**src/rtl/elevator_call_scheduler.sv**
```systemverilog
// elevator_call_scheduler
//   Latches floor calls into a pending mask and drives a single car over them in
//   SCAN order: the car keeps its direction while calls remain ahead of it and
//   reverses otherwise. Movement is issued one floor at a time as a req/ack
//   handshake to the car datapath; at every served floor the doors are held open
//   for DOOR_TICKS cycles. The car floor (1..FLOORS) is tracked for the display.
//
// Ports
//   clk        in   system clock
//   rst        in   synchronous, active-high reset
//   call_req   in   bit i = call for floor i+1 (level or pulse)
//   move_ack   in   car datapath finished the requested one-floor step
//   move_req   out  step request, held until move_ack
//   move_up    out  step direction (1 = up), valid while move_req
//   cur_floor  out  current car floor, 1..FLOORS
//   dir_up     out  current SCAN direction
//   door_open  out  doors open
//   pending    out  latched unserved calls, bit i = floor i+1
//   busy       out  scheduler not idle or calls still pending
module elevator_call_scheduler #(
  parameter int FLOORS     = 7,
  parameter int FLOOR_W    = 3,
  parameter int DOOR_TICKS = 100
) (
  input  logic               clk,
  input  logic               rst,
  input  logic [FLOORS-1:0]  call_req,
  input  logic               move_ack,
  output logic               move_req,
  output logic               move_up,
  output logic [FLOOR_W-1:0] cur_floor,
  output logic               dir_up,
  output logic               door_open,
  output logic [FLOORS-1:0]  pending,
  output logic               busy
);

  localparam int                 DWELL_W    = $clog2(DOOR_TICKS + 1);
  localparam logic [DWELL_W-1:0] DWELL_LOAD = DWELL_W'(DOOR_TICKS - 1);
  localparam logic [DWELL_W-1:0] DWELL_ONE  = DWELL_W'(1);
  localparam logic [FLOOR_W-1:0] FLOOR_ONE  = FLOOR_W'(1);
  localparam logic [FLOOR_W-1:0] FLOOR_TOP  = FLOOR_W'(FLOORS);

  typedef enum logic [1:0] {
    S_IDLE,
    S_STEP,
    S_DOOR
  } state_t;

  state_t               r_state;
  logic [FLOOR_W-1:0]   r_cur_floor;
  logic                 r_dir_up;
  logic [FLOORS-1:0]    r_pending;
  logic                 r_move_req;
  logic                 r_move_up;
  logic                 r_door_open;
  logic [DWELL_W-1:0]   r_dwell;
  logic                 r_busy;

  logic [FLOORS-1:0]    w_cur_bit;
  logic [FLOORS-1:0]    w_latched;
  logic                 w_door_hit;
  logic                 w_above;
  logic                 w_below;
  logic                 w_go_up;

  always_comb begin
    w_cur_bit  = FLOORS'(1) << (r_cur_floor - FLOOR_ONE);
    // While the doors are open, a call for this floor only keeps them open; it
    // must not leave a stale pending bit behind.
    w_door_hit = (r_state == S_DOOR) && ((call_req & w_cur_bit) != '0);
    if (r_state == S_DOOR) begin
      w_latched = r_pending | (call_req & ~w_cur_bit);
    end else begin
      w_latched = r_pending | call_req;
    end

    w_above = 1'b0;
    w_below = 1'b0;
    for (int i = 0; i < FLOORS; i++) begin
      if (r_pending[i]) begin
        if (FLOOR_W'(i + 1) > r_cur_floor) w_above = 1'b1;
        if (FLOOR_W'(i + 1) < r_cur_floor) w_below = 1'b1;
      end
    end
    // SCAN choice folded into one term: go up when calls lie above and either we
    // are already heading up or nothing waits below.
    w_go_up = w_above && (r_dir_up || !w_below);
  end

  always_ff @(posedge clk) begin
    if (rst) begin
      r_state     <= S_IDLE;
      r_cur_floor <= FLOOR_ONE;
      r_dir_up    <= 1'b1;
      r_pending   <= '0;
      r_move_req  <= 1'b0;
      r_move_up   <= 1'b0;
      r_door_open <= 1'b0;
      r_dwell     <= '0;
      r_busy      <= 1'b0;
    end else begin
      case (r_state)
        S_IDLE: begin
          if ((r_pending & w_cur_bit) != '0) begin
            // Serve the current floor; a same-cycle call for it is absorbed too.
            r_pending   <= w_latched & ~w_cur_bit;
            r_dwell     <= DWELL_LOAD;
            r_door_open <= 1'b1;
            r_busy      <= 1'b1;
            r_state     <= S_DOOR;
          end else if (r_pending == '0) begin
            r_pending <= w_latched;
            r_busy    <= (w_latched != '0);
          end else begin
            r_pending  <= w_latched;
            r_dir_up   <= w_go_up;
            r_move_up  <= w_go_up;
            r_move_req <= 1'b1;
            r_busy     <= 1'b1;
            r_state    <= S_STEP;
          end
        end

        S_STEP: begin
          r_pending <= w_latched;
          if (move_ack) begin
            // Bounds guard keeps cur_floor in 1..FLOORS even if the car misbehaves.
            if (r_move_up && (r_cur_floor != FLOOR_TOP)) begin
              r_cur_floor <= r_cur_floor + FLOOR_ONE;
            end else if (!r_move_up && (r_cur_floor != FLOOR_ONE)) begin
              r_cur_floor <= r_cur_floor - FLOOR_ONE;
            end
            r_move_req <= 1'b0;
            r_busy     <= 1'b1;
            r_state    <= S_IDLE;
          end
        end

        S_DOOR: begin
          r_pending <= w_latched;
          if (w_door_hit) begin
            r_dwell <= DWELL_LOAD;
          end else if (r_dwell == '0) begin
            r_door_open <= 1'b0;
            r_busy      <= (w_latched != '0);
            r_state     <= S_IDLE;
          end else begin
            r_dwell <= r_dwell - DWELL_ONE;
          end
        end

        default: begin
          r_state <= S_IDLE;
        end
      endcase
    end
  end

  assign move_req  = r_move_req;
  assign move_up   = r_move_up;
  assign cur_floor = r_cur_floor;
  assign dir_up    = r_dir_up;
  assign door_open = r_door_open;
  assign pending   = r_pending;
  assign busy      = r_busy;

endmodule

```
**config.mk**
```make
export PLATFORM = sky130hd
export DESIGN_NAME = elevator_call_scheduler
export DESIGN_NICKNAME = d
export VERILOG_FILES = /design/src/rtl/elevator_call_scheduler.sv
export SDC_FILE = /design/constraint.sdc
export NUM_CORES = 1
export LEC_CHECK = 0
export CAP_MARGIN = 15
export CORE_ASPECT_RATIO = 0.5
export CORE_MARGIN = 2
export CORE_UTILIZATION = 42
export DETAILED_ROUTE_END_ITERATION = 7
export GPL_ROUTABILITY_DRIVEN = 0
export PLACE_DENSITY = 0.66
export SLEW_MARGIN = 20
export SYNTH_ARGS = -nofsm -noshare
export SYNTH_HDL_FRONTEND = slang
export SYNTH_SLANG_ARGS = --single-unit
```
**constraint.sdc**
```tcl
create_clock -name clk -period 3.6 [get_ports clk]
set_clock_uncertainty 0.15 [all_clocks]
set_input_delay 0.72 -clock clk [delete_from_list [all_inputs] [get_ports clk]]
set_output_delay 0.72 -clock clk [all_outputs]
set_load 0.02 [all_outputs]
```
# ---- Yosys cells after proc, flatten, opt, wreduce, memory -nomap -nowiden
# Index checks and enable logic that the tools add are counted.
dict set report word_totals {
  latchBits 0
  elab_cells 131
  ff_bits 24
  n_memories 0
  in_bits 10
  mem_bits_ro 0
  out_inout_bits 15
  mem_bits_rw 0
}
dict set report classes {
  eq_ne 12
  reduce_logical 26
  magnitude_cmp 14
  mux 57
  div 0
  n_mul 0
  addsub 3
  n_bitwise 9
  shifts 1
}
# op count
set ops {}
lappend ops {{2-to-1 mux 1 bit} 39}
lappend ops {{2-to-1 mux 7 bit} 5}
lappend ops {{AND 7 bit} 4}
lappend ops {{case mux 7 bit (2 select lines)} 2}
lappend ops {{nonzero test 7 bit} 3}
lappend ops {{AND reduction 4 bit} 4}
lappend ops {{zero test 7 bit} 2}
lappend ops {{bitwise OR 7 bit} 2}
lappend ops {{> comparator 3 bit, first input constant} 4}
lappend ops {{less-than comparator 3 bit, first input constant} 4}
lappend ops {{2-to-1 mux 2 bit} 5}
lappend ops {{inequality test 2 bit, second input constant} 5}
lappend ops {{inequality test 3 bit, second input constant} 3}
lappend ops {{AND reduction 3 bit} 3}
lappend ops {{nonzero test 2 bit} 4}
lappend ops {{inverter 7 bit} 1}
lappend ops {{<< shifter 1 x 3 -> 7 bit, first input constant} 1}
lappend ops {{subtractor 7 x 1 -> 7 bit, second input constant} 1}
lappend ops {{> comparator 2 x 3 -> 1 bit, first input constant} 2}
lappend ops {{less-than comparator 2 x 3 -> 1 bit, first input constant} 2}
lappend ops {{2-to-1 mux 3 bit} 2}
lappend ops {{case mux 2 bit (3 select lines)} 1}
lappend ops {{logical AND 1 bit} 4}
lappend ops {{case mux 1 bit (2 select lines)} 2}
lappend ops {{15 further kinds} 17}

# ---- Longest topological paths before layout
# Gate-level depths: netlist of the first run.
dict set report depth {
  word_depth 18
  mapped_depth 9
  mapped_depth_nobuf 8
}

# ---- Worst setup path after synthesis of the first run
# No wires, ideal clock.
dict set report synth_path {
  kind {reg2reg}
  from {register r_cur_floor[0], in the netlist cur_floor[0]}
  to {register r_dwell[4]}
  path_buffers 1
  t_arrival_ps 2644
  stages_incl_launch_ff 9
  setup_time_ps 117
  slack_ps 689
  cell_sequence {dfxtp_1 inv_1 ha_1 ha_1 buf_2 mux2_2 a31oi_1 o21ai_0 a32o_1}
}
dict set report synth_between {
  elab_chain_len 7
  elab_cells_between_ends 12
}
# item line
set synth_rtl {}
lappend synth_rtl {{start, declared} 51} ;# logic [FLOOR_W-1:0] r_cur_floor;
lappend synth_rtl {{start signal, assigned} 130} ;# r_cur_floor <= r_cur_floor + FLOOR_ONE;
lappend synth_rtl {{start signal, assigned} 132} ;# r_cur_floor <= r_cur_floor - FLOOR_ONE;
lappend synth_rtl {{subtractor 3 x 1 -> 3 bit (*)} 68} ;# w_cur_bit = FLOORS'(1) << (r_cur_floor - FLOOR_ONE);
lappend synth_rtl {{<< shifter 1 x 3 -> 7 bit (*)} 68}
lappend synth_rtl {{AND 7 bit} 71} ;# w_door_hit = (r_state == S_DOOR) && ((call_req & w_cur_bit) != '0);
lappend synth_rtl {{nonzero test 7 bit} 71}
lappend synth_rtl {{logical AND 1 bit} 71}
lappend synth_rtl {{inequality test 3 bit (no line) / 2-to-1 mux 7 bit (equally long branches)} --}
lappend synth_rtl {{AND reduction 3 bit (no line) / case mux 7 bit (2 select lines) (equally long branches)} --}
lappend synth_rtl {{end signal, assigned} 149} ;# r_dwell <= r_dwell - DWELL_ONE;
lappend synth_rtl {{end, declared} 57} ;# logic [DWELL_W-1:0] r_dwell;
# Mark *: on every way between the ends. The rest lies on a longest branch, timed or not.
# A chain may end at the register's enable or synchronous reset.

# ---- Worst setup path in the final report of the first run
dict set report layout_path {
  from {register r_cur_floor[0], in the netlist cur_floor[0]}
  to {register r_dwell[5]}
}
# Same word-level chain as after synthesis.

==> results of run 1 <==
## Yosys cell counts (2+ instances only)
| master | count | area share [%] |
|---|---|---|
| clkbuf_1 | 3 | 0.66 |
| nor2_1 | 11 | 2.4 |
| a211oi_1 | 8 | 3.5 |
| and3_1 | 2 | 0.73 |
| a221oi_1 | 3 | 1.5 |
| xnor2_1 | 2 | 1.0 |
| o41ai_1 | 5 | 2.6 |
| nor3_1 | 7 | 2.0 |
| mux2_2 | 5 | 3.3 |
| buf_2 | 4 | 1.2 |
| a32o_1 | 3 | 1.8 |
| a22oi_2 | 2 | 1.5 |
| nor4_1 | 3 | 1.1 |
| nor2b_1 | 5 | 1.8 |
| o311ai_1 | 2 | 1.0 |
| a31oi_1 | 9 | 3.3 |
| ha_1 | 14 | 10 |
| a21oi_1 | 12 | 3.5 |
| nand3_1 | 8 | 2.3 |
| nand2_1 | 15 | 3.3 |
| nand4_1 | 5 | 1.8 |
| mux2i_1 | 3 | 1.8 |
| inv_1 | 16 | 3.5 |
| o31ai_1 | 4 | 1.8 |
| o21ai_0 | 10 | 2.9 |
| a22oi_1 | 3 | 1.3 |
| dfxtp_1 | 24 | 28 |
## how the worst min path moves through the flow
stage | slack [ns] | end | depth (start not counted)
floorplan | 0.32 | r_dwell[0]$_SDFFE_PP0P_ | 2
global placement | 0.33 | move_req$_SDFFE_PP0P_ | 2
detailed placement | 0.34 | busy$_SDFFE_PP0P_ | 2
CTS | 0.36 | busy$_SDFFE_PP0P_ | 2
global route | 0.37 | busy$_SDFFE_PP0P_ | 2
finish | 0.36 | move_req$_SDFFE_PP0P_ | 2
## registers in the layout, summed over array words and instances, names as in the netlist
signal and count:
r_dwell 7, pending 7, busy 1, door_open 1, r_state 2, cur_floor 3
move_up 1, move_req 1, dir_up 1
## routing by layer
metal  global-route usage [%]  wire, um  vias to the layer above
met3                    3.246       302                        2
met2                    30.60      2023                       53
met4                    5.314        28                        0
met5                        0         0                        -
li1                         -         -                      848
met1                    31.57      2279                      840
## logic make-up after synthesis
group / Yosys count / share of synthesized area [%]
xor gates and xnor gates: 2 / 1.024
muxes: 8 / 5.047
AOI/OAI and AO/OA: 72 / 29.77
buffers and inverters: 23 / 5.340
and+or+nand+nor: 65 / 20.48
DFF: 24 / 28.09
adders and majority gates: 14 / 10.24
## where the power goes
part | switching (mW) | total [mW] | internal, mW
clock network | 0.0945 | 0.243 | 0.149
registers | 0.0862 | 0.423 | 0.337
logic | 0.436 | 0.763 | 0.327
total | 0.617 | 1.43 | 0.813
## area by class of cell
class,count,area (um2)
fillers,380,1823
multi-input cells,161,1146
flip-flops and latches,24,480.5
repair buffers,26,255.2
well taps,54,67.56
inverters,16,60.06
clock buffers,3,41.29
clock inverters,1,30.03
## critical path, stage by stage, from the launching register on
cell and delay [ns]:
dfxtp_1 0.54, inv_1 0.18, ha_1 0.24, ha_2 0.49
mux2_2 0.38, a22oi_2 0.27, nand4_1 0.32, nor3_2 0.38
a221oi_1 0.14
==> metrics.cfg, run 1 <==
[timing]
maxSlewViolCount=0
layout_setup_ws_ns=0.3742
min_period_over_period_pct=89.61
max_freq_mhz=310.0
worst_pin_slew_ns=0.7279
fin_setup_tns_ns=0
finalHoldViolations=0
max_slew_margin_pct=51.32
setup_viol=0
grt_setup_unrepaired=false
hold_ws_ns=0.3554
fin_crit_ns=3.226

[yosys]
syn_area_um2=1710
yosysSeqAreaShare_pct=28.09
async_flop_share_pct=0
synth_cell_types=47
ys_warn_count=0
synthCells=208
synth_nets=232
synthFlopType=dfxtp_1
synth.avg_cell_area_um2=8.223
synth_edf_count=0
ys_ff_latch=24

[floorplan]
fp.dieW_um=94.25
start_util_pct=43.81
coreArea_um2=3904
rows=16
ios=25
fp.dieH_um=49.13
dieArea_um2=4630

[clock_network]
post_cts_buffers=0
htreeDepth=1
max-clock-path-buffers=2
cts_buffers=3
clk_latency_ns=0.27
ctsHoldBuffers=0
cts_resized=0
clock_sinks=24
clk_pin_slew_ns=0.09
cts_tree=built
cts_root_buf=clkbuf_8

[critical_path]
worstSetupEndpoint=r_dwell[5]$_SDFFE_PP0P_
r2r_slack_ns=0.37
cp-startpoint=cur_floor[0]$_SDFFE_PP1P_
critPathRequiredTime_ns=3.57
start_kind=flop
timing.rr.start=cur_floor[0]$_SDFFE_PP1P_
criticalPathCategory=flop to flop
ff2ff_path_depth=8
crit_path_max_fanout=14
cp.arrival_ns=3.20
reg2reg_to=r_dwell[5]$_SDFFE_PP0P_
cp-end-kind=flop

[final_layout]
stdcell_count=285
antenna_cells=0
drive_above_1_share_pct=7.359
fin_util_pct=53.30
fin_nets=256
final_cell_mix=dfxtp_1, clkdlybuf4s50_1, inv_1
final_area_um2=2081
syn2layout_area_growth_pct=21.65

[route]
vias=1743
wirelength_um=4633
via_per_inst=6.116
drtIter0Drc=114
drc=0
ant_nets=0
firstDrtPassIters=4
wl_per_cell_um=16.26

[outcome]
status=complete, no violations

[global_routing]
overflow=0
grt_max_degree=19
antenna_found_initial=0
grt_pass1_wl_um=7686
first_global_vias=1557
track_usage_pct=20.83

[place]
place_hpwl_um=3460
placed_cell_area_um2=2002
pre_cts_ws_ns=0.2035
io_buffers=24
dpl.cell_count=281

[hold_path]
hp-start=move_req$_SDFFE_PP0P_
hold_path_class=flop to flop

[pwr]
p_leak_nw=0.7668
ir_drop_mv=0.3218
p_total_mw=1.430
p_per_area_nw_per_um2=687.2

[run]
drv_cap=0

(Power assumes the default switching activity.)
==> run 2: changes to the inputs <==
--- a/config.mk
+++ b/config.mk
@@ -16,3 +16,4 @@
 export SYNTH_ARGS = -nofsm -noshare
 export SYNTH_HDL_FRONTEND = slang
 export SYNTH_SLANG_ARGS = --single-unit
+export TNS_END_PERCENT = 1
==> constraint.sdc (replaced) <==
create_clock -name clk -period 3.6 [get_ports clk]
set_clock_uncertainty 0.15 [all_clocks]
set_input_delay 0.36 -clock clk [delete_from_list [all_inputs] [get_ports clk]]
set_output_delay 0.36 -clock clk [all_outputs]
set_load 0.02 [all_outputs]
==> metrics.cfg, run 2 (synthesized netlist as in run 1, its figures left out) <==
[outcome]
status=complete, no violations  ; unchanged

[floorplan]
fp.dieH_um=49.13  ; unchanged
rows=16  ; unchanged
coreArea_um2=3904  ; unchanged
ios=25  ; unchanged
dieArea_um2=4630  ; unchanged
start_util_pct=43.81  ; unchanged
fp.dieW_um=94.25  ; unchanged

[timing]
maxSlewViolCount=0  ; unchanged
worst_pin_slew_ns=0.6569  ; was 0.7279 ns
max_slew_margin_pct=55.94  ; was 51.32%
fin_setup_tns_ns=0  ; unchanged
fin_crit_ns=3.302  ; was 3.226 ns
grt_setup_unrepaired=false  ; unchanged
min_period_over_period_pct=91.73  ; was 89.61%
setup_viol=0  ; unchanged
max_freq_mhz=302.8  ; was 310.0 MHz
finalHoldViolations=0  ; unchanged

[critical_path]
r2r_slack_ns=0.30  ; was 0.37 ns
cp-end-kind=flop  ; unchanged
cp.arrival_ns=3.31  ; was 3.20 ns
ff2ff_path_depth=8  ; unchanged
crit_path_max_fanout=14  ; unchanged
criticalPathCategory=flop to flop  ; unchanged
critPathRequiredTime_ns=3.60  ; was 3.57 ns
start_kind=flop  ; unchanged

[route]
wl_per_cell_um=16.43  ; was 16.26 um
vias=1720  ; was 1743
firstDrtPassIters=4  ; unchanged
ant_nets=0  ; unchanged
drtIter0Drc=133  ; was 114
wirelength_um=4683  ; was 4633 um
drc=0  ; unchanged
via_per_inst=6.035  ; was 6.116

[pwr]
p_per_area_nw_per_um2=686.5  ; was 687.2 nW/um2
seqPwrFrac_pct=29.5  ; was 29.6%
ir_drop_mv=0.2768  ; was 0.3218 mV
p_clk_share_pct=17.2  ; was 17.0%
p_int_mw=0.8119  ; was 0.8132 mW
switching_share_pct=43.09  ; was 43.13%
power_switching_mw=0.6147  ; was 0.6167 mW
p_leak_nw=0.7699  ; was 0.7668 nW
comb_power_share_pct=53.3  ; was 53.4%

[global_routing]
first_global_vias=1561  ; was 1557
grt_max_degree=18  ; was 19
antenna_found_initial=0  ; unchanged
overflow=0  ; unchanged
grt_pass1_wl_um=7693  ; was 7686 um
track_usage_pct=21.18  ; was 20.83%

[clock_network]
post_cts_buffers=0  ; unchanged
cts_tree=built  ; unchanged
clock_sinks=24  ; unchanged
max-clock-path-buffers=2  ; unchanged
clk_pin_slew_ns=0.09  ; about the same
cts_buffers=3  ; unchanged
cts_root_buf=clkbuf_8  ; unchanged
clk_latency_ns=0.28  ; was 0.27 ns
htreeDepth=1  ; unchanged

[final_layout]
fin_util_pct=53.24  ; was 53.30%
fin_nets=256  ; unchanged
syn2layout_area_growth_pct=21.51  ; was 21.65%
drive_above_1_share_pct=6.926  ; was 7.359%
antenna_cells=0  ; unchanged
final_cell_mix=dfxtp_1, clkdlybuf4s50_1, inv_1  ; unchanged

[hold_path]
hold_depth=2  ; unchanged
hold_path_class=flop to flop  ; unchanged

[place]
place_hpwl_um=3418  ; was 3460 um
io_buffers=24  ; unchanged

[run]
drv_cap=0  ; unchanged

[run 2: power groups by stage]
| stage | Clock [mW] | Combinational (mW) | Sequential, mW |
|---|---|---|---|
| finish | 0.245 | 0.760 | 0.421 |
| global route | 0.263 | 0.837 | 0.433 |
| CTS | 0.251 | 0.751 | 0.419 |
| detailed placement | 0 | 0.747 | 0.424 |
| global placement | 0 | 0.749 | 0.421 |
| floorplan | 0 | 0.484 | 0.457 |
[run 2: path summary, 6_finish.rpt]
kind | startpoint | endpoint
min | busy$_SDFFE_PP0P_ | busy$_SDFFE_PP0P_
max | cur_floor[0]$_SDFFE_PP1P_ | r_dwell[5]$_SDFFE_PP0P_
min reg2reg | busy$_SDFFE_PP0P_ | busy$_SDFFE_PP0P_
max reg2reg | cur_floor[0]$_SDFFE_PP1P_ | r_dwell[5]$_SDFFE_PP0P_
[run 2: critical path, stage by stage, from the launching register on]
cell and delay [ns]:
dfxtp_1 0.53, inv_1 0.18, ha_1 0.23, ha_1 0.57, mux2_2 0.41, a22oi_2 0.27
nand4_1 0.31, nor3_2 0.38, a221oi_1 0.14
[run 2: repair_timing]
action	CTS	global route
gates resized for setup	0	1
setup endpoints to repair	0	4
hold buffers	0	0
[run 2: per-stage QoR]
step	power, mW	setup WS (ns)	hold slack (ns)	cell area [um2]	cells
4_1_cts	1.421	0.1759	0.3542	2073	285
3_5_place_dp	1.171	0.1845	0.3364	2002	281
5_1_grt	1.533	0.04150	0.3842	2078	285
3_3_place_gp	1.171	0.3716	0.3383	2002	281
2_1_floorplan	0.9412	0.6886	0.3187	1710	208
6_report	1.427	0.2978	0.3498	2078	285
[run 2: routing by layer]
layer | share of wire (%) | track usage [%]
met1 | 50 | 31.59
met2 | 44 | 31.55
met3 | 5.4 | 3.091
met4 | 0.90 | 6.280
met5 | 0 | 0
[run 2: cell type report]
class | instances | area, um2
clock buffers | 3 | 41.29
clock inverters | 1 | 30.03
fillers | 372 | 1826
inverters | 16 | 60.06
multi-input cells | 161 | 1144
flip-flops and latches | 24 | 480.5
well taps | 54 | 67.56
repair buffers | 26 | 255.2
==> run 3: changes to the inputs <==
--- a/config.mk
+++ b/config.mk
@@ -9,9 +9,10 @@
 export CORE_ASPECT_RATIO = 0.5
 export CORE_MARGIN = 2
 export CORE_UTILIZATION = 42
+export CTS_CLUSTER_DIAMETER = 100
 export DETAILED_ROUTE_END_ITERATION = 7
 export GPL_ROUTABILITY_DRIVEN = 0
-export PLACE_DENSITY = 0.66
+export PLACE_DENSITY = 0.61
 export SLEW_MARGIN = 20
 export SYNTH_ARGS = -nofsm -noshare
 export SYNTH_HDL_FRONTEND = slang
==> metrics.cfg, run 3 (synthesized netlist as in run 1, its figures left out) <==
[critical_path]
r2r_slack_ns=0.22  ; was 0.30 ns
max_stage_delay_ns=0.56  ; was 0.57 ns
criticalPathCategory=flop to flop  ; unchanged
cpMaxStageDelayCell=ha_1  ; unchanged
crit_chain=inv_1 -> ha_1 -> ha_1 -> mux2_2 -> a22oi_2 -> nand4_1 -> nor3_1 -> a221oi_1  ; was inv_1 -> ha_1 -> ha_1 -> mux2_2 -> a22oi_2 -> nand4_1 -> nor3_2 -> a221oi_1
cp.arrival_ns=3.38  ; was 3.31 ns
crit_path_max_fanout=14  ; unchanged
cp-end-kind=flop  ; unchanged
critPathRequiredTime_ns=3.60  ; about the same
ff2ff_path_depth=8  ; unchanged
reg2reg_to=r_dwell[5]$_SDFFE_PP0P_  ; unchanged
crit_top_cell=ha_1  ; unchanged
timing.rr.start=cur_floor[1]$_SDFFE_PP0P_  ; was cur_floor[0]$_SDFFE_PP1P_
start_kind=flop  ; unchanged

[floorplan]
start_util_pct=43.81  ; unchanged
rows=16  ; unchanged
ios=25  ; unchanged
coreArea_um2=3904  ; unchanged
fp.dieW_um=94.25  ; unchanged
dieArea_um2=4630  ; unchanged
fp.dieH_um=49.13  ; unchanged

[timing]
max_freq_mhz=296.0  ; was 302.8 MHz
grt_setup_unrepaired=false  ; unchanged
max_slew_margin_pct=58.52  ; was 55.94%
min_period_over_period_pct=93.84  ; was 91.73%
maxSlewViolCount=0  ; unchanged
hold_ws_ns=0.3520  ; was 0.3498 ns
setup_viol=0  ; unchanged
fin_crit_ns=3.378  ; was 3.302 ns
worst_pin_slew_ns=0.6185  ; was 0.6569 ns
finalHoldViolations=0  ; unchanged
fin_setup_tns_ns=0  ; unchanged

[clock_network]
clock_sinks=24  ; unchanged
clk_latency_ns=0.28  ; about the same
max-clock-path-buffers=2  ; unchanged
cts_buffers=3  ; unchanged
cts_resized=0  ; unchanged
cts_root_buf=clkbuf_8  ; unchanged
cts_tree=built  ; unchanged
ctsHoldBuffers=0  ; unchanged
clk_pin_slew_ns=0.10  ; was 0.09 ns
post_cts_buffers=0  ; unchanged
htreeDepth=1  ; unchanged

[run]
drv_cap=0  ; unchanged

[pwr]
ir_drop_mv=0.3021  ; was 0.2768 mV
p_leak_nw=0.7736  ; was 0.7699 nW
p_total_mw=1.432  ; was 1.427 mW
p_per_area_nw_per_um2=688.0  ; was 686.5 nW/um2

[route]
via_per_inst=6.126  ; was 6.035
wl_per_cell_um=16.73  ; was 16.43 um
firstDrtPassIters=4  ; unchanged
drc=0  ; unchanged
drtIter0Drc=118  ; was 133
vias=1752  ; was 1720
wirelength_um=4784  ; was 4683 um
ant_nets=0  ; unchanged

[place]
place_hpwl_um=3542  ; was 3418 um
io_buffers=24  ; unchanged

[final_layout]
final_cell_mix=dfxtp_1, clkdlybuf4s50_1, inv_1  ; unchanged
syn2layout_area_growth_pct=21.65  ; was 21.51%
fin_nets=257  ; was 256
drive_above_1_share_pct=6.897  ; was 6.926%
antenna_cells=0  ; unchanged

[global_routing]
first_global_vias=1633  ; was 1561
antenna_found_initial=0  ; unchanged
grt_max_degree=26  ; was 18
track_usage_pct=22.54  ; was 21.18%
overflow=0  ; unchanged
grt_pass1_wl_um=8259  ; was 7693 um

[hold_path]
hp-start=move_req$_SDFFE_PP0P_  ; was busy$_SDFFE_PP0P_
min_to=move_req$_SDFFE_PP0P_  ; was busy$_SDFFE_PP0P_
hold_path_class=flop to flop  ; unchanged
hold_depth=2  ; unchanged

[outcome]
status=complete, no violations  ; unchanged

run 3: cell type report:
cell class	instances	area, um2
Tap cell	54	67.56
Sequential cell	24	480.5
Timing Repair Buffer	27	262.8
Multi-Input combinational cell	161	1139
Clock buffer	3	41.29
Fill cell	365	1823
Inverter	16	60.06
Clock inverter	1	30.03
run 3: worst max-delay path, delay by kind of cell, from the launching register on:
| kind | cells | cell delay (ns) |
|---|---|---|
| flip-flops | 1 | 0.50 |
| adder cells (fa/ha/maj) | 2 | 0.78 |
| buffers and inverters | 1 | 0.16 |
| AND/OR/NAND/NOR | 2 | 0.82 |
| multiplexers | 1 | 0.39 |
| AO/OA/AOI/OAI | 2 | 0.45 |
run 3: per-layer routing:
layer | global-route usage [%] | vias up | share of wire [%]
met4 | 4.348 | 0 | 0.54
met1 | 34.57 | 823 | 50
met3 | 5.873 | 4 | 7.0
met5 | 0 | - | 0
li1 | - | 858 | -
met2 | 31.55 | 67 | 42
run 3: worst max path at each step:
| stage | from | end | slack, ns | cells after the start |
|---|---|---|---|---|
| after floorplan | cur_floor[0]$_SDFFE_PP1P_ | r_dwell[4]$_SDFFE_PP0P_ | 0.69 | 8 |
| after global placement | cur_floor[1]$_SDFFE_PP0P_ | r_dwell[5]$_SDFFE_PP0P_ | 0.46 | 8 |
| after detailed placement | cur_floor[1]$_SDFFE_PP0P_ | r_dwell[5]$_SDFFE_PP0P_ | 0.28 | 8 |
| after CTS | cur_floor[1]$_SDFFE_PP0P_ | r_dwell[5]$_SDFFE_PP0P_ | 0.29 | 8 |
| after global routing | cur_floor[1]$_SDFFE_PP0P_ | r_dwell[5]$_SDFFE_PP0P_ | 0.02 | 8 |
| final | cur_floor[1]$_SDFFE_PP0P_ | r_dwell[5]$_SDFFE_PP0P_ | 0.22 | 8 |
run 3: through the flow:
stage / utilization (%) / area, um2 / setup slack [ns] / std cells
floorplan: - / 1710 / 0.6886 / 208
detailed placement: 51.47 / 2009 / 0.2793 / 282
finish: 53.30 / 2081 / 0.2219 / 286
global placement: 51.47 / 2009 / 0.4633 / 282
CTS: 53.30 / 2081 / 0.2858 / 286
global route: 53.30 / 2081 / 0.01564 / 286
run 3: where the power goes:
group	total, mW	internal [mW]	switching, mW
Combinational	0.771	0.328	0.442
Clock	0.246	0.149	0.0969
Sequential	0.415	0.337	0.0783
==> patch 1: new RTL, settings of run 1 <==
Reset style: asynchronous (`rst`), changed in one clocked block. Comments in the files are not updated.
--- a/src/rtl/elevator_call_scheduler.sv
+++ b/src/rtl/elevator_call_scheduler.sv
@@ -90,3 +90,3 @@
 
-  always_ff @(posedge clk) begin
+  always_ff @(posedge clk or posedge rst) begin
     if (rst) begin
Formal check against the unedited RTL: differs if rst is asserted again (counterexample within 4 cycles, from zero or initial values and one cycle with rst high); with rst held inactive, the same outputs for 10 cycles.
==> patch 1 against run 1 <==
Power is 34% higher; design area is 3.5% higher; setup slack worse by 0.069 ns; area after synthesis is 6.8% higher; core utilization is 0.052 points lower; fmax is 2.1% lower; synthesized cell count is 0.96% higher; sequential cell count stayed put; routed wire length is 2.9% lower.
==> patch 1: results (changes against run 1) <==
\begin{tabular}{lr}
\hline
Metric & Value \\
\hline
\multicolumn{2}{l}{\textbf{Critical path}} \\
Largest stage delay, worst path & 0.64 ns (+0.10 ns) \\
Worst Reg-to-Reg Cells & 9 (+1) \\
Critical-path maximum fanout & 19 (+5) \\
Worst r2r dst & r\_dwell[6] \\
CP max-delay cell & sky130\_fd\_sc\_hd\_\_ha\_1 \\
Crit path from & cur\_floor[0] \\
\multicolumn{2}{l}{\textbf{Global route}} \\
Largest net degree at the start of global routing & 25 (+6) \\
Met3 usage & 3.90\% (+0.65 points) \\
Met1 track demand over resource in global routing & 25.9\% (-5.7 points) \\
Global-route usage over all layers & 19.0\% (-1.9 points) \\
Met2 demand-to-capacity share in global routing & 32.2\% (+1.6 points) \\
Wire length of the first global-routing pass & 7420 microns (-3.4\%) \\
\multicolumn{2}{l}{\textbf{Yosys}} \\
Nets in the synthesized netlist & 235 (+1.3\%) \\
Top cells by instance count after synthesis & sky130\_fd\_sc\_hd\_\_dfrtp\_1, sky130\_fd\_sc\_hd\_\_nand2\_1, sky130\_fd\_sc\_hd\_\_nor2\_1 \\
Part of the Yosys area used for sequential elements & 33.0\% (+4.9 points) \\
Main area contributors after synthesis & sky130\_fd\_sc\_hd\_\_dfrtp\_1, sky130\_fd\_sc\_hd\_\_ha\_1, sky130\_fd\_sc\_hd\_\_a31oi\_1 \\
\multicolumn{2}{l}{\textbf{Placed design}} \\
Pre-CTS setup slack & 0.368 ns (+0.164 ns) \\
Total cell area at the placement stage & 2110 sq um (+5.3\%) \\
DP HPWL & 3410 microns (-1.3\%) \\
Post-placement cell count & 284 (+1.1\%) \\
\multicolumn{2}{l}{\textbf{Drt}} \\
Count of routing violations after the opening detailed-route iteration & 78 (-32\%) \\
Detail Route met3 WL & 207 microns (-31\%) \\
Total wire length & 4500 microns (-2.9\%) \\
Length of routed wiring on met1 & 2220 microns (-2.7\%) \\
\multicolumn{2}{l}{\textbf{Run status}} \\
Status & finished, final reports clean \\
\multicolumn{2}{l}{\textbf{STA}} \\
Worst hold slack & 0.342 ns (-0.0132 ns) \\
Fin worst setup slack & 0.305 ns (-0.0688 ns) \\
\multicolumn{2}{l}{\textbf{Pwr}} \\
Worst ir drop on vdd & 0.317 mV (-1.4\%) \\
\multicolumn{2}{l}{\textbf{Final layout}} \\
Share of cells above drive strength 1 & 6.41\% (-0.95 points) \\
Number of fill cells & 401 (+5.5\%) \\
\hline
\end{tabular}
patch 1: changes by cell type after synthesis, sizes merged, moves of 4 or more:
cell | run 1 | this run
dfxtp | 24 | 0
a21o | 0 | 5
dfrtp | 0 | 22
nand2 | 15 | 21
o31ai | 4 | 0
a31oi | 9 | 13
o41ai | 5 | 0
nor2 | 11 | 21
a211oi | 8 | 4
patch 1: worst min path at each step:
stage / start / to / cells past startpoint
2_1_floorplan: r_dwell[3] / r_dwell[3] / 1
3_3_place_gp: busy / busy / 1
3_5_place_dp: busy / busy / 1
4_1_cts: busy / busy / 1
5_1_grt: busy / busy / 1
6_report: busy / busy / 1
patch 1: cells by family (layout without fill, tap and decap cells):
logic type / count (synthesis) / in the layout / synth area share (%)
xor+xnor: 2 / 2 / 0.959
mux: 7 / 7 / 4.04
compound gates: 67 / 67 / 25.3
simple gates: 74 / 74 / 21.0
fa+ha+maj: 15 / 15 / 10.3
flops: 24 / 24 / 33.0
buf+inv: 21 / 45 / 5.34
patch 1: area by class of cell:
class	count	share of cell area (%)
Timing Repair Buffer	26	11.9
Tap cell	54	3.14
Inverter	15	2.61
Sequential cell	24	28.0
Multi-Input combinational cell	165	52.3
Clock buffer	4	2.09
patch 1: critical path, delay by kind of cell, from the launching register on:
family / cells / cell delay (ns)
AOI/OAI and AO/OA: 1 / 0.15
buffers and inverters: 1 / 0.14
and+or+nand+nor: 4 / 0.88
DFF: 1 / 0.63
adders and majority gates: 2 / 0.87
muxes: 1 / 0.39
patch 1: power by group:
group	leakage (nW)	total [mW]	internal (mW)	switching [mW]
combinational	0.572	1.25	0.512	0.741
clock	0.0228	0.165	0.0791	0.0858
sequential	0.254	0.493	0.361	0.132
total	0.849	1.91	0.953	0.959
==> patch 2: new RTL, flow settings as in run 1 <==
Without the edit above. The parameter `FLOOR_W` goes from 3 to 4.
--- a/src/rtl/elevator_call_scheduler.sv
+++ b/src/rtl/elevator_call_scheduler.sv
@@ -21,3 +21,3 @@
   parameter int FLOORS     = 7,
-  parameter int FLOOR_W    = 3,
+  parameter int FLOOR_W    = 4,
   parameter int DOOR_TICKS = 100
Ports: changed (resized cur_floor); port bits go from 25 to 26. No check against the original RTL was run, so the function may have changed too.
==> patch 2 against run 1 <==
Setup slack improved by 0.044 ns; area after synthesis increased by 8.3%; routed wire length increased by 6.2%; sequential cell count increased by 1; count of clock-buffer cells in the layout increased by 1; design area increased by 5.7%; power decreased by 6.7%; cell count increased by 11%; largest cell class unchanged; largest power group unchanged.
==> patch 2: results (changes against run 1) <==
\begin{tabular}{lr}
\hline
Metric & Value \\
\hline
\multicolumn{2}{l}{\textbf{Yosys}} \\
Nets in the synthesized netlist & 258 (+11\%) \\
Part of the Yosys area used for sequential elements & 27.0\% (-1.1 points) \\
Arithmetic-cell share of the synthesized area counting full adders, half adders and majority gates & 8.78\% (-1.5 points) \\
Count of mapped cells out of synthesis & 235 (+13\%) \\
\multicolumn{2}{l}{\textbf{Critical path}} \\
Cell type group with the largest total delay on the critical path & compound AO/OA/AOI/OAI gates \\
Worst r2r dst & r\_dwell[6] \\
Critical-path maximum fanout & 11 (-3) \\
Flop2flop setup slack & 0.42 ns (+0.04 ns) \\
Largest stage delay, worst path & 0.52 ns (-0.02 ns) \\
Worst Reg-to-Reg Cells & 10 (+2) \\
Destination of the critical timing path & r\_dwell[6] \\
CP max-delay cell & sky130\_fd\_sc\_hd\_\_o41a\_1 \\
\multicolumn{2}{l}{\textbf{Run status}} \\
Status & finished, final reports clean \\
\multicolumn{2}{l}{\textbf{Placed design}} \\
Pre-CTS setup slack & 0.469 ns (+0.266 ns) \\
Post-placement cell count & 311 (+11\%) \\
Port Buf Inserts & 25 (+4.2\%) \\
\multicolumn{2}{l}{\textbf{Global route}} \\
Number of global-route vias before repair & 1706 (+9.6\%) \\
Global-route usage over all layers & 20.4\% (-0.41 points) \\
Largest net degree at the start of global routing & 16 (-3) \\
Wire length of the first global-routing pass & 8310 microns (+8.2\%) \\
\multicolumn{2}{l}{\textbf{Pwr}} \\
Leakage power summed over all cells & 0.801 nW (+4.5\%) \\
Worst ir drop on vdd & 0.198 mV (-38\%) \\
Internal & 747 uW (-8.2\%) \\
\multicolumn{2}{l}{\textbf{STA}} \\
Worst hold slack & 0.339 ns (-0.0166 ns) \\
Rel. slew slack & 62.8\% (+11 points) \\
Final period demand of the worst path & 3.18 ns (-0.0438 ns) \\
\multicolumn{2}{l}{\textbf{Drt}} \\
Length of routed wiring on met1 & 2510 microns (+10\%) \\
Detail Route met3 WL & 213 microns (-29\%) \\
Count of routing violations after the opening detailed-route iteration & 132 (+16\%) \\
Metal2 WL & 2170 microns (+7.4\%) \\
\multicolumn{2}{l}{\textbf{Final layout}} \\
Fin nets & 282 (+10\%) \\
Final instance count without filler cells & 315 (+11\%) \\
Share of cells above drive strength 1 & 8.91\% (+1.6 points) \\
\hline
\end{tabular}
patch 2: cell count changes after synthesis, sizes merged, moves of 4 or more:
| cell | change |
|---|---|
| inv | -4 |
| o21ai | +7 |
| a21oi | +9 |
| o221ai | +4 |
| a31oi | -7 |
| nor2b | -4 |
| nand2b | +5 |
| o41ai | -4 |
| nor2 | +20 |
| o21a | +4 |
patch 2: power by group through the flow:
stage / Clock (mW) / Combinational [mW] / Sequential, mW
final: 0.173 / 0.743 / 0.418
after global routing: 0.192 / 0.826 / 0.428
after CTS: 0.180 / 0.740 / 0.417
after detailed placement: 0 / 0.736 / 0.423
after global placement: 0 / 0.735 / 0.419
after floorplan: 0 / 0.497 / 0.455
patch 2: routing by layer:
metal	vias up	track usage (%)
li1	913	-
met1	891	28.5
met2	40	33.4
met3	2	3.69
met4	0	4.17
met5	-	0
patch 2: area by class of cell:
class	instances	area (sq um)
multi-input cells	188	1260
repair buffers	29	280
inverters	12	45.0
well taps	57	71.3
fillers	413	2120
clock buffers	4	45.0
flip-flops and latches	25	500
